===== src/rtl/up_int_ctrl.sv =====
// Vectored interrupt controller for up_core: synchronised active-low request lines,
// per-channel mask and edge/level mode, fixed-priority arbitration, req/ack/eoi handshake.
module up_int_ctrl #(
    parameter int          N_INT       = 8,
    parameter int          SYNC_STAGES = 2,
    parameter logic [7:0]  VEC_BASE    = 8'hF0
) (
    input  logic             clk,
    input  logic             rst,
    input  logic [N_INT-1:0] irq_n,
    input  logic [1:0]       reg_addr,
    input  logic             reg_we,
    input  logic [7:0]       reg_wdata,
    output logic [7:0]       reg_rdata,
    output logic             int_req,
    output logic [7:0]       int_vec,
    input  logic             int_ack,
    input  logic             int_eoi
);

    localparam logic [1:0] ADDR_MASK = 2'd0;
    localparam logic [1:0] ADDR_MODE = 2'd1;
    localparam logic [1:0] ADDR_PEND = 2'd2;
    localparam logic [1:0] ADDR_STAT = 2'd3;

    typedef enum logic [1:0] {
        ST_IDLE    = 2'd0,
        ST_REQ     = 2'd1,
        ST_SERVICE = 2'd2
    } state_t;

    logic [N_INT-1:0] sync_r [SYNC_STAGES];
    logic [N_INT-1:0] synced_s;
    logic [N_INT-1:0] prev_r;
    logic [N_INT-1:0] fall_s;
    logic [N_INT-1:0] mask_r;
    logic [N_INT-1:0] mode_r;
    logic [N_INT-1:0] pend_r;
    logic [N_INT-1:0] pend_nxt_s;
    logic [N_INT-1:0] w1c_s;
    logic [N_INT-1:0] ack_clr_s;
    logic [N_INT-1:0] cand_s;
    logic             cand_any_s;
    logic [2:0]       cand_idx_s;
    logic             ack_take_s;

    state_t           state_r;
    state_t           state_nxt_s;
    logic [2:0]       win_r;
    logic [2:0]       win_nxt_s;
    logic             int_req_nxt_s;
    logic [7:0]       int_vec_nxt_s;
    logic [7:0]       rdata_nxt_s;
    logic [2:0]       stat_idx_s;

    // Zero-extend a channel-wide register to the 8-bit read bus.
    function automatic logic [7:0] pad8(input logic [N_INT-1:0] v);
        logic [7:0] r;
        r = 8'h00;
        r[N_INT-1:0] = v;
        return r;
    endfunction

    // Synchroniser chain and previous-sample register for falling-edge detection.
    always_ff @(posedge clk or posedge rst) begin
        if (rst) begin
            for (int s = 0; s < SYNC_STAGES; s++) begin
                sync_r[s] <= {N_INT{1'b1}};
            end
            prev_r <= {N_INT{1'b1}};
        end else begin
            sync_r[0] <= irq_n;
            for (int s = 1; s < SYNC_STAGES; s++) begin
                sync_r[s] <= sync_r[s-1];
            end
            prev_r <= synced_s;
        end
    end

    assign synced_s   = sync_r[SYNC_STAGES-1];
    assign fall_s     = prev_r & ~synced_s;
    assign ack_take_s = (state_r == ST_REQ) && int_ack;
    assign cand_s     = pend_r & mask_r;
    assign cand_any_s = |cand_s;

    // Next pending value: edge channels set-dominant over W1C/ack clear, level channels follow the line.
    always_comb begin
        w1c_s      = {N_INT{1'b0}};
        ack_clr_s  = {N_INT{1'b0}};
        pend_nxt_s = pend_r;
        if (reg_we && (reg_addr == ADDR_PEND)) begin
            w1c_s = reg_wdata[N_INT-1:0];
        end else begin
            w1c_s = {N_INT{1'b0}};
        end
        for (int i = 0; i < N_INT; i++) begin
            ack_clr_s[i] = ack_take_s && (win_r == 3'(i));
            if (!mode_r[i]) begin
                pend_nxt_s[i] = ~synced_s[i];
            end else if (fall_s[i]) begin
                pend_nxt_s[i] = 1'b1;
            end else if (w1c_s[i] || ack_clr_s[i]) begin
                pend_nxt_s[i] = 1'b0;
            end else begin
                pend_nxt_s[i] = pend_r[i];
            end
        end
    end

    // Fixed priority: scanning downward leaves the lowest requesting index.
    always_comb begin
        cand_idx_s = 3'd0;
        for (int i = N_INT - 1; i >= 0; i--) begin
            if (cand_s[i]) begin
                cand_idx_s = 3'(i);
            end else begin
                cand_idx_s = cand_idx_s;
            end
        end
    end

    // Configuration, pending and registered read-data.
    always_ff @(posedge clk or posedge rst) begin
        if (rst) begin
            mask_r    <= {N_INT{1'b0}};
            mode_r    <= {N_INT{1'b1}};
            pend_r    <= {N_INT{1'b0}};
            reg_rdata <= 8'h00;
        end else begin
            if (reg_we && (reg_addr == ADDR_MASK)) begin
                mask_r <= reg_wdata[N_INT-1:0];
            end
            if (reg_we && (reg_addr == ADDR_MODE)) begin
                mode_r <= reg_wdata[N_INT-1:0];
            end
            pend_r    <= pend_nxt_s;
            reg_rdata <= rdata_nxt_s;
        end
    end

    // Read mux; the STAT index field only reports a grant while one is open.
    always_comb begin
        rdata_nxt_s = 8'h00;
        if (state_r != ST_IDLE) begin
            stat_idx_s = win_r;
        end else begin
            stat_idx_s = 3'd0;
        end
        case (reg_addr)
            ADDR_MASK: rdata_nxt_s = pad8(mask_r);
            ADDR_MODE: rdata_nxt_s = pad8(mode_r);
            ADDR_PEND: rdata_nxt_s = pad8(pend_r);
            ADDR_STAT: rdata_nxt_s = {(state_r == ST_SERVICE), int_req, 3'b000, stat_idx_s};
            default:   rdata_nxt_s = 8'h00;
        endcase
    end

    // Handshake FSM state and registered request outputs.
    always_ff @(posedge clk or posedge rst) begin
        if (rst) begin
            state_r <= ST_IDLE;
            win_r   <= 3'd0;
            int_req <= 1'b0;
            int_vec <= 8'h00;
        end else begin
            state_r <= state_nxt_s;
            win_r   <= win_nxt_s;
            int_req <= int_req_nxt_s;
            int_vec <= int_vec_nxt_s;
        end
    end

    // Next-state: a grant is committed in REQ until acked; no nesting in SERVICE.
    always_comb begin
        state_nxt_s   = state_r;
        win_nxt_s     = win_r;
        int_req_nxt_s = int_req;
        int_vec_nxt_s = int_vec;
        case (state_r)
            ST_IDLE: begin
                if (cand_any_s) begin
                    state_nxt_s   = ST_REQ;
                    win_nxt_s     = cand_idx_s;
                    int_req_nxt_s = 1'b1;
                    int_vec_nxt_s = VEC_BASE + {5'b00000, cand_idx_s};
                end else begin
                    state_nxt_s   = ST_IDLE;
                end
            end
            ST_REQ: begin
                if (int_ack) begin
                    state_nxt_s   = ST_SERVICE;
                    int_req_nxt_s = 1'b0;
                end else begin
                    state_nxt_s   = ST_REQ;
                end
            end
            ST_SERVICE: begin
                if (int_eoi) begin
                    state_nxt_s = ST_IDLE;
                end else begin
                    state_nxt_s = ST_SERVICE;
                end
            end
            default: begin
                state_nxt_s   = ST_IDLE;
                int_req_nxt_s = 1'b0;
            end
        endcase
    end

endmodule


===== config.mk =====
export PLATFORM = sky130hd
export DESIGN_NAME = up_int_ctrl
export DESIGN_NICKNAME = d
export VERILOG_FILES = /design/src/rtl/up_int_ctrl.sv
export SDC_FILE = /design/constraint.sdc
export NUM_CORES = 1
export LEC_CHECK = 0
export BUFFER_PORTS_ARGS = -buffer_cell sky130_fd_sc_hd__buf_2
export CAP_MARGIN = 20
export CELL_PAD_IN_SITES_DETAIL_PLACEMENT = 1
export CELL_PAD_IN_SITES_GLOBAL_PLACEMENT = 1
export CORE_MARGIN = 3
export CORE_UTILIZATION = 41
export CTS_BUF_LIST = sky130_fd_sc_hd__clkbuf_16
export DETAILED_ROUTE_END_ITERATION = 16
export GPL_ROUTABILITY_DRIVEN = 0
export HOLD_SLACK_MARGIN = 0.1
export PLACE_DENSITY_LB_ADDON = 0.1
export SLEW_MARGIN = 20
export SYNTH_ARGS = -nofsm -noshare
export SYNTH_HDL_FRONTEND = slang
export SYNTH_SLANG_ARGS = --single-unit
export TNS_END_PERCENT = 5

===== constraint.sdc =====
create_clock -name clk -period 1.92 [get_ports clk]
set_input_delay 0.384 -clock clk [delete_from_list [all_inputs] [get_ports clk]]
set_output_delay 0.384 -clock clk [all_outputs]
set_load 0.005 [all_outputs]

==> results.json <==
{
  "clkTransAtPathRegs_ps": 50,
  "async_flop_share_pct": 100,
  "clock-sinks": 63,
  "fin_util_pct": 52.5,
  "power_per_cell_area_nw_per_um2": 1360,
  "die_h_um": 85.0,
  "grt-ovfl-total": 0,
  "initial_core_util_pct": 42.8,
  "syn_inst": 187,
  "synth_top_area_share_pct": 32.8,
  "final.fill_count": 621,
  "cts_tree": "done",
  "vias": 1667,
  "numPortBuffers": 38,
  "cp_max_fo": 6,
  "core-area_um2": 5990,
  "areaGrowthSynthToFinish_pct": 22.9,
  "arrival_ps": 1730,
  "leakage_nw": 1.40,
  "drive_above_1_share_pct": 47.5,
  "first_pass_iters": 4,
  "synth-edff-count": 0,
  "p_total_mw": 4.29,
  "syn_area_per_cell_um2": 13.7,
  "rows": 28,
  "slew_viol_final": 0,
  "dieArea_um2": 7230,
  "slew_headroom_pct": 63.8,
  "drt_iter0_drc": 82,
  "vias_per_cell": 5.33,
  "finalSetupViolations": 0,
  "syn-num-nets": 210,
  "rsz0062_at_grt": "no",
  "antenna_left": 0,
  "ys_ff_latch": 63,
  "io-pin-count": 40,
  "fin_tns_setup_ps": 0,
  "worst_hold_slack_ps": 151,
  "period_share_pct": 79.0,
  "critPathCaptureType": "flip-flop",
  "dp_hpwl_um": 4020,
  "drc": 0,
  "fp.dieW_um": 85.0,
  "place_ws_ps": 186,
  "wl_per_cell_um": 18.4,
  "clk_path_buf_depth": 2,
  "synth_warnings": 0,
  "grtUsageTotal_pct": 17.8,
  "cts_setup_buffers": 0,
  "grt_max_degree": 34,
  "synthTopCellsByCount": "dfstp_2 (32), dfrtp_1 (31), nand2_1 (23)",
  "yosysSeqAreaShare_pct": 63.1,
  "status": "complete, no violations",
  "place_area_um2": 2820,
  "antenna_found_initial": 0,
  "critPathKind": "reg2reg",
  "nets": 256,
  "cts-root-buf": "clkbuf_16",
  "grt_pass1_vias": 1862,
  "cts_inserted_buffers": 9,
  "hold_viol": 0,
  "synthTopCellsByArea": "dfstp_2 (33%), dfrtp_1 (30%), mux2_2 (7.0%), mux4_1 (4.1%), nand2_1 (3.4%)",
  "synthFlopType": "dfstp_2",
  "diodes": 0,
  "synth.most_common_cell": "dfstp_2",
  "finalCriticalPeriod_ps": 1520,
  "tightest_slew_ps": 543,
  "final_cell_area_um2": 3150,
  "r2r_slack_ps": 400,
  "start_kind": "flip-flop",
  "yosysTopAreaCell": "dfstp_2",
  "syn_area_um2": 2560,
  "htree_num_levels": 3,
  "worst_slack_ps": 404,
  "cts_resized": 0,
  "synth_cell_types": 33,
  "fin_skew_ps": 3.77,
  "max-cap-violations": 0,
  "timing.fmax_mhz": 660,
  "clk_latency_ps": 330,
  "ir_drop_uv": 652,
  "cp.required_ps": 2140,
  "hold_path_class": "in2reg",
  "wl_um": 5770,
  "dp_cells": 296,
  "final_cells": 313,
  "grt_pass1_wl_um": 9720
}
==> power by group <==
part / total [mW] / internal [mW] / switching [mW]
combinational: 0.746 / 0.396 / 0.349
sequential: 1.87 / 1.61 / 0.261
clock: 1.68 / 1.12 / 0.554
total: 4.29 / 3.12 / 1.16
==> cells by family (layout without fill, tap and decap cells) <==
family	after synthesis	after routing	share of synthesized area, %
multiplexers	25	25	13.8
AO/OA/AOI/OAI	36	36	10.1
flip-flops	63	63	63.1
other	1	1	0.146
buffers and inverters	18	69	3.81
AND/OR/NAND/NOR	44	44	9.04
==> critical path, stage by stage, from the launching register on <==
cell      delay, ps
dfrtp_1         450
nand3b_1        250
nor2_1          300
nand3_1         150
a41o_1          250
==> final cells by class <==
class	instances	area, µm²	area share [%]
clock buffer	9	225	7.16
clock inverter	7	87.6	2.78
inverter	11	41.3	1.31
multi-input combinational	106	847	26.9
sequential	63	1620	51.4
tap	75	93.8	2.98
timing repair buffer	42	235	7.48
==> path summary, 6_finish.rpt <==
path | to | cells past startpoint | startpoint
setup / recovery | pend_r[3] | 4 | state_r[1]
hold / removal | sync_r[15] | 1 | irq_n[7]
setup reg to reg | pend_r[3] | 4 | state_r[1]
hold reg to reg | synced_s[7] | 0 | sync_r[15]
max in group asynchronous | mode_r[6] | 4 | rst
min in group asynchronous | mask_r[2] | 3 | rst
==> state kept, by name, indices dropped and copies added, names as in the netlist <==
register,flops
reg_rdata,8
mode_r,8
int_vec,2
state_r,2
int_req,1
win_r,2
prev_r,8
synced_s,8
sync_r,8
pend_r,8
mask_r,8
==> per-layer routing <==
layer / GRT usage (%) / up-vias / wire, µm
met5: 0 / - / 0
met4: 9.35 / 0 / 130
met3: 4.17 / 14 / 279
met2: 28.2 / 48 / 2830
met1: 22.6 / 851 / 2540
li1: - / 754 / -
==> cells in the final DEF, fill, tap and decap left out, types with 3 or more instances in the layout <==
cell type   n
dfrtp_1    31
mux2_2     16
inv_1      10
mux2i_1     3
clkbuf_16   9
nor2b_1     5
a32o_1      3
nand2_1    23
a41o_1      8
nor2_1      4
buf_2      38
o21ai_0     6
dfstp_2    32
a22oi_1     4
a21oi_1    12
mux4_1      4
==> what timing repair did <==
| action | in CTS | in global routing |
|---|---|---|
| hold buffers | 1 | 0 |
| setup endpoints to repair | 0 | 0 |
| hold endpoints to repair | 3 | 0 |
Power figures use the tool's default switching activity.
